$ cat src/rtl/net_to_tran_if.sv
// ----------------------------------------------------------------------------
// net_to_tran_if : network-receive / transport-read bundle for net_to_tran
// Revision: 1.0
// ----------------------------------------------------------------------------
`default_nettype none

interface net_to_tran_if #(
  parameter int CW = 7
);
  logic          receiving;
  logic [7:0]    data;
  logic          filterEn;
  logic [7:0]    expectPhone;
  logic          fifoRd;
  logic [7:0]    fifoOut;
  logic          fifoEmpty;
  logic [CW-1:0] fifoCount;
  logic [7:0]    phoneNum;
  logic [7:0]    pktType;
  logic          pktDone;
  logic          pktDropped;
  logic          pktTrunc;
  logic          busy;

  modport master (
    output receiving, data, filterEn, expectPhone, fifoRd,
    input  fifoOut, fifoEmpty, fifoCount, phoneNum, pktType,
           pktDone, pktDropped, pktTrunc, busy
  );

  modport slave (
    input  receiving, data, filterEn, expectPhone, fifoRd,
    output fifoOut, fifoEmpty, fifoCount, phoneNum, pktType,
           pktDone, pktDropped, pktTrunc, busy
  );
endinterface

`default_nettype wire

$ cat src/rtl/net_to_tran.sv
// ----------------------------------------------------------------------------
// net_to_tran : strips the 2-byte header from byte-serial packets and commits
//               whole payloads into a FIFO for the transport layer.
// Revision: 1.0
// ----------------------------------------------------------------------------
`default_nettype none

module net_to_tran #(
  parameter int PACKET_SIZE = 16,
  parameter int DEPTH       = 64,
  parameter int CW          = 7
) (
  input  wire logic   clk,
  input  wire logic   reset,
  net_to_tran_if.slave bus
);

  localparam int AW = $clog2(DEPTH);
  localparam int IW = $clog2(PACKET_SIZE);

  localparam logic [IW-1:0] c_last_idx = IW'(PACKET_SIZE - 1);
  localparam logic [CW:0]   c_depth    = (CW+1)'(DEPTH);
  localparam logic [CW:0]   c_pay      = (CW+1)'(PACKET_SIZE - 2);

  localparam logic [1:0] S_IDLE    = 2'd0;
  localparam logic [1:0] S_PHONE   = 2'd1;
  localparam logic [1:0] S_PAYLOAD = 2'd2;
  localparam logic [1:0] S_DISCARD = 2'd3;

  logic [1:0]    r_state;
  logic [1:0]    w_next_state;
  logic [IW-1:0] r_idx;
  logic [CW-1:0] r_wr_tent;
  logic [CW-1:0] r_wr_commit;
  logic [CW-1:0] r_rd_ptr;
  logic [7:0]    r_type_sh;
  logic [7:0]    r_phone_sh;
  logic [7:0]    r_fifo_out;
  logic [7:0]    r_phone;
  logic [7:0]    r_type;
  logic          r_done;
  logic          r_drop;
  logic          r_trunc;
  logic [7:0]    r_mem [DEPTH];

  logic [CW-1:0] w_count;
  logic          w_empty;
  logic [CW:0]   w_free;
  logic          w_reject;
  logic          w_last;
  logic          w_rd_ok;
  logic          w_latch_type;
  logic          w_latch_phone;
  logic          w_wr_en;
  logic          w_commit;
  logic          w_rollback;
  logic          w_drop;
  logic          w_trunc;

  // Only the committed region is visible; tentative bytes sit above r_wr_commit.
  assign w_count  = r_wr_commit - r_rd_ptr;
  assign w_empty  = (w_count == '0);
  assign w_free   = c_depth - {1'b0, w_count};
  assign w_reject = (bus.filterEn && (bus.data != bus.expectPhone)) || (w_free < c_pay);
  assign w_last   = (r_idx == c_last_idx);
  assign w_rd_ok  = bus.fifoRd && !w_empty;

  always_ff @(posedge clk or posedge reset) begin
    if (reset) r_state <= S_IDLE;
    else       r_state <= w_next_state;
  end

  always_comb begin
    w_next_state = r_state;
    case (r_state)
      S_IDLE:    if (bus.receiving) w_next_state = S_PHONE;
      S_PHONE: begin
        if (!bus.receiving)  w_next_state = S_IDLE;
        else if (w_reject)   w_next_state = S_DISCARD;
        else                 w_next_state = S_PAYLOAD;
      end
      S_PAYLOAD,
      S_DISCARD: if (!bus.receiving || w_last) w_next_state = S_IDLE;
      default:   w_next_state = S_IDLE;
    endcase
  end

  always_comb begin
    w_latch_type  = 1'b0;
    w_latch_phone = 1'b0;
    w_wr_en       = 1'b0;
    w_commit      = 1'b0;
    w_rollback    = 1'b0;
    w_drop        = 1'b0;
    w_trunc       = 1'b0;
    case (r_state)
      S_IDLE:  w_latch_type = bus.receiving;
      S_PHONE: begin
        w_latch_phone = bus.receiving;
        w_trunc       = !bus.receiving;
      end
      S_PAYLOAD: begin
        if (bus.receiving) begin
          w_wr_en  = 1'b1;
          w_commit = w_last;
        end else begin
          w_rollback = 1'b1;
          w_trunc    = 1'b1;
        end
      end
      S_DISCARD: w_drop = !bus.receiving || w_last;
      default: ;
    endcase
  end

  // Storage carries no reset: pointer reset alone empties the FIFO.
  always_ff @(posedge clk) begin
    if (w_wr_en) r_mem[r_wr_tent[AW-1:0]] <= bus.data;
  end

  always_ff @(posedge clk or posedge reset) begin
    if (reset) begin
      r_idx       <= '0;
      r_wr_tent   <= '0;
      r_wr_commit <= '0;
      r_rd_ptr    <= '0;
      r_type_sh   <= '0;
      r_phone_sh  <= '0;
      r_fifo_out  <= '0;
      r_phone     <= '0;
      r_type      <= '0;
      r_done      <= 1'b0;
      r_drop      <= 1'b0;
      r_trunc     <= 1'b0;
    end else begin
      if (w_latch_type)        r_idx <= IW'(1);
      else if (bus.receiving)  r_idx <= r_idx + IW'(1);

      if (w_latch_type)  r_type_sh  <= bus.data;
      if (w_latch_phone) r_phone_sh <= bus.data;

      if (w_rollback)   r_wr_tent <= r_wr_commit;
      else if (w_wr_en) r_wr_tent <= r_wr_tent + CW'(1);

      if (w_commit) begin
        r_wr_commit <= r_wr_tent + CW'(1);
        r_phone     <= r_phone_sh;
        r_type      <= r_type_sh;
      end

      if (w_rd_ok) begin
        r_fifo_out <= r_mem[r_rd_ptr[AW-1:0]];
        r_rd_ptr   <= r_rd_ptr + CW'(1);
      end

      r_done  <= w_commit;
      r_drop  <= w_drop;
      r_trunc <= w_trunc;
    end
  end

  assign bus.fifoOut    = r_fifo_out;
  assign bus.fifoEmpty  = w_empty;
  assign bus.fifoCount  = w_count;
  assign bus.phoneNum   = r_phone;
  assign bus.pktType    = r_type;
  assign bus.pktDone    = r_done;
  assign bus.pktDropped = r_drop;
  assign bus.pktTrunc   = r_trunc;
  assign bus.busy       = (r_state != S_IDLE);

endmodule

`default_nettype wire

$ cat src/flat_wrapper.sv
// flat-port wrapper written by rule: the top's interface ports become plain ports
module net_to_tran_flat 
#(
  parameter int PACKET_SIZE = 16,
  parameter int DEPTH       = 64,
  parameter int CW          = 7
)
  (clk, reset, bus_receiving, bus_data, bus_filterEn, bus_expectPhone, bus_fifoRd, bus_fifoOut, bus_fifoEmpty, bus_fifoCount, bus_phoneNum, bus_pktType, bus_pktDone, bus_pktDropped, bus_pktTrunc, bus_busy);
  net_to_tran_if #(.CW(CW)) bus_i ();
  input  wire logic clk;
  input  wire logic reset;
  input wire logic [$bits(bus_i.receiving)-1:0] bus_receiving;
  input wire logic [$bits(bus_i.data)-1:0] bus_data;
  input wire logic [$bits(bus_i.filterEn)-1:0] bus_filterEn;
  input wire logic [$bits(bus_i.expectPhone)-1:0] bus_expectPhone;
  input wire logic [$bits(bus_i.fifoRd)-1:0] bus_fifoRd;
  output wire logic [$bits(bus_i.fifoOut)-1:0] bus_fifoOut;
  output wire logic [$bits(bus_i.fifoEmpty)-1:0] bus_fifoEmpty;
  output wire logic [$bits(bus_i.fifoCount)-1:0] bus_fifoCount;
  output wire logic [$bits(bus_i.phoneNum)-1:0] bus_phoneNum;
  output wire logic [$bits(bus_i.pktType)-1:0] bus_pktType;
  output wire logic [$bits(bus_i.pktDone)-1:0] bus_pktDone;
  output wire logic [$bits(bus_i.pktDropped)-1:0] bus_pktDropped;
  output wire logic [$bits(bus_i.pktTrunc)-1:0] bus_pktTrunc;
  output wire logic [$bits(bus_i.busy)-1:0] bus_busy;
  assign bus_i.receiving = bus_receiving;
  assign bus_i.data = bus_data;
  assign bus_i.filterEn = bus_filterEn;
  assign bus_i.expectPhone = bus_expectPhone;
  assign bus_i.fifoRd = bus_fifoRd;
  assign bus_fifoOut = bus_i.fifoOut;
  assign bus_fifoEmpty = bus_i.fifoEmpty;
  assign bus_fifoCount = bus_i.fifoCount;
  assign bus_phoneNum = bus_i.phoneNum;
  assign bus_pktType = bus_i.pktType;
  assign bus_pktDone = bus_i.pktDone;
  assign bus_pktDropped = bus_i.pktDropped;
  assign bus_pktTrunc = bus_i.pktTrunc;
  assign bus_busy = bus_i.busy;
  net_to_tran #(.PACKET_SIZE(PACKET_SIZE), .DEPTH(DEPTH), .CW(CW)) u_core (.clk(clk), .reset(reset), .bus(bus_i));
endmodule
$ cat config.mk
export PLATFORM = sky130hd
export DESIGN_NAME = net_to_tran_flat
export DESIGN_NICKNAME = d
export VERILOG_FILES = /design/src/rtl/net_to_tran_if.sv /design/src/rtl/net_to_tran.sv /design/src/flat_wrapper.sv
export SDC_FILE = /design/constraint.sdc
export NUM_CORES = 1
export LEC_CHECK = 0
export ABC_AREA = 0
export CAP_MARGIN = 20
export CORE_ASPECT_RATIO = 1.75
export CORE_UTILIZATION = 61
export CTS_CLUSTER_DIAMETER = 50
export DETAILED_ROUTE_END_ITERATION = 16
export GPL_ROUTABILITY_DRIVEN = 0
export GPL_TIMING_DRIVEN = 1
export PLACE_DENSITY_LB_ADDON = 0.05
export SLEW_MARGIN = 20
export SYNTH_ARGS = -nofsm -noshare
export SYNTH_HDL_FRONTEND = slang
export SYNTH_SLANG_ARGS = --single-unit
$ cat constraint.sdc
create_clock -name clk -period 4.3 [get_ports clk]
set_clock_uncertainty 0.05 [all_clocks]
set_input_delay 1.29 -clock clk [delete_from_list [all_inputs] [get_ports clk]]
set_output_delay 1.29 -clock clk [all_outputs]
set_load 0.01 [all_outputs]
==> flow_metrics.tcl <==
set metrics [dict create \
    status "complete, no violations" \
    antenna_found_initial 2 \
    clockRootBuffer "clkbuf_16" \
    rows 94 \
    regArea_sq_um 17100 \
    crit_family "buffers and inverters" \
    cts_buffers 49 \
    synth_nets 1267 \
    grt_overflow 0 \
    routedWlPerCell_um 27.6 \
    pwr-share-clk_pct 29.2 \
    synth_top_area_cell "edfxtp_1" \
    fmax_mhz 239 \
    dr.first_iter.drc_count 995 \
    power.leakage_nw 9.08 \
    rrSetupSlack_ps 530 \
    slew_headroom_pct 17.2 \
    die_x_um 150 \
    start_kind "flop" \
    crit_required_ps 2960 \
    route.detailed.drc 0 \
    yosysWarnings 0 \
    nFillCells 2378 \
    layout_min_cycle_time_ps 4180 \
    ant_nets 0 \
    routed_wl_um 52500 \
    syn_area_sq_um 23200 \
    cts_sinks 582 \
    synthFlopType "edfxtp_1" \
    hold_viol 0 \
    rsz0062_at_grt "yes" \
    hpwl_um 33600 \
    powerDensity_nw_per_um2 611 \
    worst_skew_pair.late_latency_ps 580 \
    synth_top_cells_by_count "edfxtp_1, mux4_2, nor2_1, dfrtp_1, nand2_1" \
    path_clk_slew_ps 60 \
    path_class "reg2out" \
    p_sw_mw 4.91 \
    hold_path.class "reg2reg" \
    place_ws_ps 303 \
    cts.htree.levels 2 \
    power.internal_mw 11.3 \
    path_max_fanout 3 \
    max_cap_viol_count 0 \
    min_period_over_period_pct 97.2 \
    die_h_um 260 \
    worst-slew-pin-transition_ps 1210 \
    layout_setup_ws_ps 118 \
    synth-edff-count 512 \
    cpMaxStageDelayCell "clkdlybuf4s50_1" \
    fin_nets 1416 \
    irDropWorstVdd_mv 0.587 \
    synth_cells 1231 \
    core_sq_um 37500 \
    switching_share_pct 30.3 \
    synth_top_area_share_pct 66.2 \
    yosys-top-cells-area "edfxtp_1, mux4_2, dfrtp_1, mux2i_1, mux2_2" \
    cpPeakStageDelay_ps 530 \
    crit_chain "inv_1 > ha_1 > inv_1 > fa_2 > a211oi_2 > nor2_1 > xnor2_1 > buf_4 > clkdlybuf4s50_1" \
    combinationalPowerShare_pct 29.9 \
    ys_async_sr_fraction_pct 12.0 \
    grt.total_usage_pct 28.2 \
    portBuffers 56 \
    drive_gt1_share_pct 25.8 \
    crit_top_cell "inv_1" \
    drt_first_pass_iters 5 \
    io_pins 57 \
    yosysSeqAreaShare_pct 73.7 \
    yosysMostFrequentCell "edfxtp_1" \
    finalSetupViolCount 0 \
    synth_cell_type_count 56 \
    initial_core_util_pct 61.9 \
    crit_buf_inv 4 \
    finish.utilization_pct 70.8 \
    synth-seq-cells 582 \
    grt_pass1_vias 12200 \
    tritoncts "built" \
    multi_input_area_sq_um 5720 \
    critPathArrivalTime_ps 2840 \
    postSynthAreaPerCell_sq_um 18.9 \
    p_seq_share_pct 40.9 \
    vias 12000 \
    maxSlewViolCount 0 \
    vias_per_cell 6.30 \
    clockBufferDepth 3 \
    grt_max_degree 109 \
    cp-end-kind "output pin" \
    syn2layout_area_growth_pct 14.3 \
    dieArea_sq_um 38900 \
    grt_pass1_wl_um 77400 \
]
==> per-layer routing <==
layer / up-vias / global-route usage, % / share of wire (%) / wire length [um]
met3: 120 / 2.89 / 5.3 / 2790
met1: 6208 / 34.4 / 35 / 18600
met4: 0 / 14.3 / 5.0 / 2620
met5: - / 0 / 0 / 0
met2: 439 / 49.8 / 54 / 28500
li1: 5214 / - / - / -
==> repair_timing <==
action / in CTS / in global routing
endpoints found under the setup margin: 2 / 1
resized for setup: 5 / 6
setup buffers: 0 / 0
pin swaps: 1 / 3
hold buffers: 0 / 0
==> registers in the layout, summed over array words and instances, names as in the netlist <==
name / cells
u_core.bus.pktType: 8
u_core.bus.pktDone: 1
u_core.bus.fifoOut: 8
u_core.r_state: 2
u_core.r_mem: 512
u_core.bus.pktDropped: 1
u_core.r_rd_ptr: 7
u_core.r_idx: 4
u_core.bus.phoneNum: 8
u_core.r_wr_commit: 7
u_core.r_type_sh: 8
u_core.r_wr_tent: 7
u_core.r_phone_sh: 8
u_core.bus.pktTrunc: 1
==> power groups by stage <==
stage	clock network (mW)	registers [mW]	logic (mW)
global route	4.98	6.66	5.15
CTS	4.79	6.63	4.88
finish	4.74	6.64	4.86
floorplan	0	6.63	3.38
detailed placement	0	6.74	4.86
global placement	0	6.73	4.81
==> placed cells by master (no fill, tap or decap), types with 3 or more instances in the layout <==
| cell type | instances |
|---|---|
| a211oi_1 | 10 |
| o21ai_0 | 25 |
| mux2_2 | 34 |
| mux4_2 | 121 |
| xnor2_1 | 20 |
| clkdlybuf4s50_1 | 46 |
| nand2_1 | 65 |
| a31oi_1 | 5 |
| nor2_1 | 89 |
| a2111oi_0 | 6 |
| buf_4 | 102 |
| clkinv_2 | 17 |
| nor4_1 | 3 |
| clkbuf_16 | 51 |
| buf_2 | 9 |
| o221ai_1 | 7 |
| o22ai_1 | 15 |
| clkbuf_1 | 3 |
| clkinv_1 | 5 |
| nand4_1 | 3 |
| o31ai_1 | 4 |
| inv_1 | 18 |
| nand3b_1 | 3 |
| clkbuf_8 | 3 |
| bufinv_16 | 9 |
| a22oi_1 | 6 |
| a21oi_1 | 33 |
| xor2_1 | 4 |
| mux2i_1 | 46 |
| ha_1 | 14 |
| a22o_1 | 6 |
| edfxtp_1 | 512 |
| nand3_1 | 16 |
| dfrtp_1 | 67 |
==> worst paths after layout <==
check / startpoint / end / cells after the start
worst max-delay path: u_core.r_wr_commit[0] / bus_fifoCount[4] / 9
worst min-delay path: u_core.bus.pktType[1] / u_core.bus.pktType[1] / 1
worst max register to register: u_core.r_rd_ptr[0] / u_core.bus.fifoOut[7] / 8
worst min register to register: u_core.bus.pktType[1] / u_core.bus.pktType[1] / 1
max in group asynchronous: reset / u_core.r_phone_sh[2] / 3
min in group asynchronous: reset / u_core.bus.pktType[2] / 2
==> final cells by class <==
class	count	share of cell area, %
flip-flops and latches	582	64.5
multi-input cells	568	21.5
clock buffers	57	5.00
repair buffers	159	4.89
well taps	480	2.26
clock inverters	35	1.53
inverters	20	0.287
diodes	1	0.00942
==> stage by stage <==
step | hold slack, ps | instance area, sq um | cells | total power, mW | setup TNS (ps)
2_1_floorplan | 407 | 23200 | 1231 | 10.0 | 0
3_3_place_gp | 429 | 24800 | 1809 | 11.5 | 0
3_5_place_dp | 439 | 24800 | 1809 | 11.6 | 0
4_1_cts | 455 | 26500 | 1901 | 16.3 | 0
5_1_grt | 472 | 26600 | 1902 | 16.8 | -2.45
6_report | 454 | 26600 | 1902 | 16.2 | 0
==> kinds of logic (layout without fill, tap and decap cells) <==
kind of cell / count (synthesis) / after routing / synth area share (%)
flops: 582 / 582 / 73.7
mux: 201 / 201 / 15.4
other cells: 0 / 1 / 0
compound gates: 132 / 132 / 3.80
xor+xnor: 25 / 25 / 0.975
simple gates: 195 / 195 / 3.52
buf+inv: 81 / 271 / 1.79
fa+ha+maj: 15 / 15 / 0.840
Note: power is estimated with default switching activity, not from simulation.
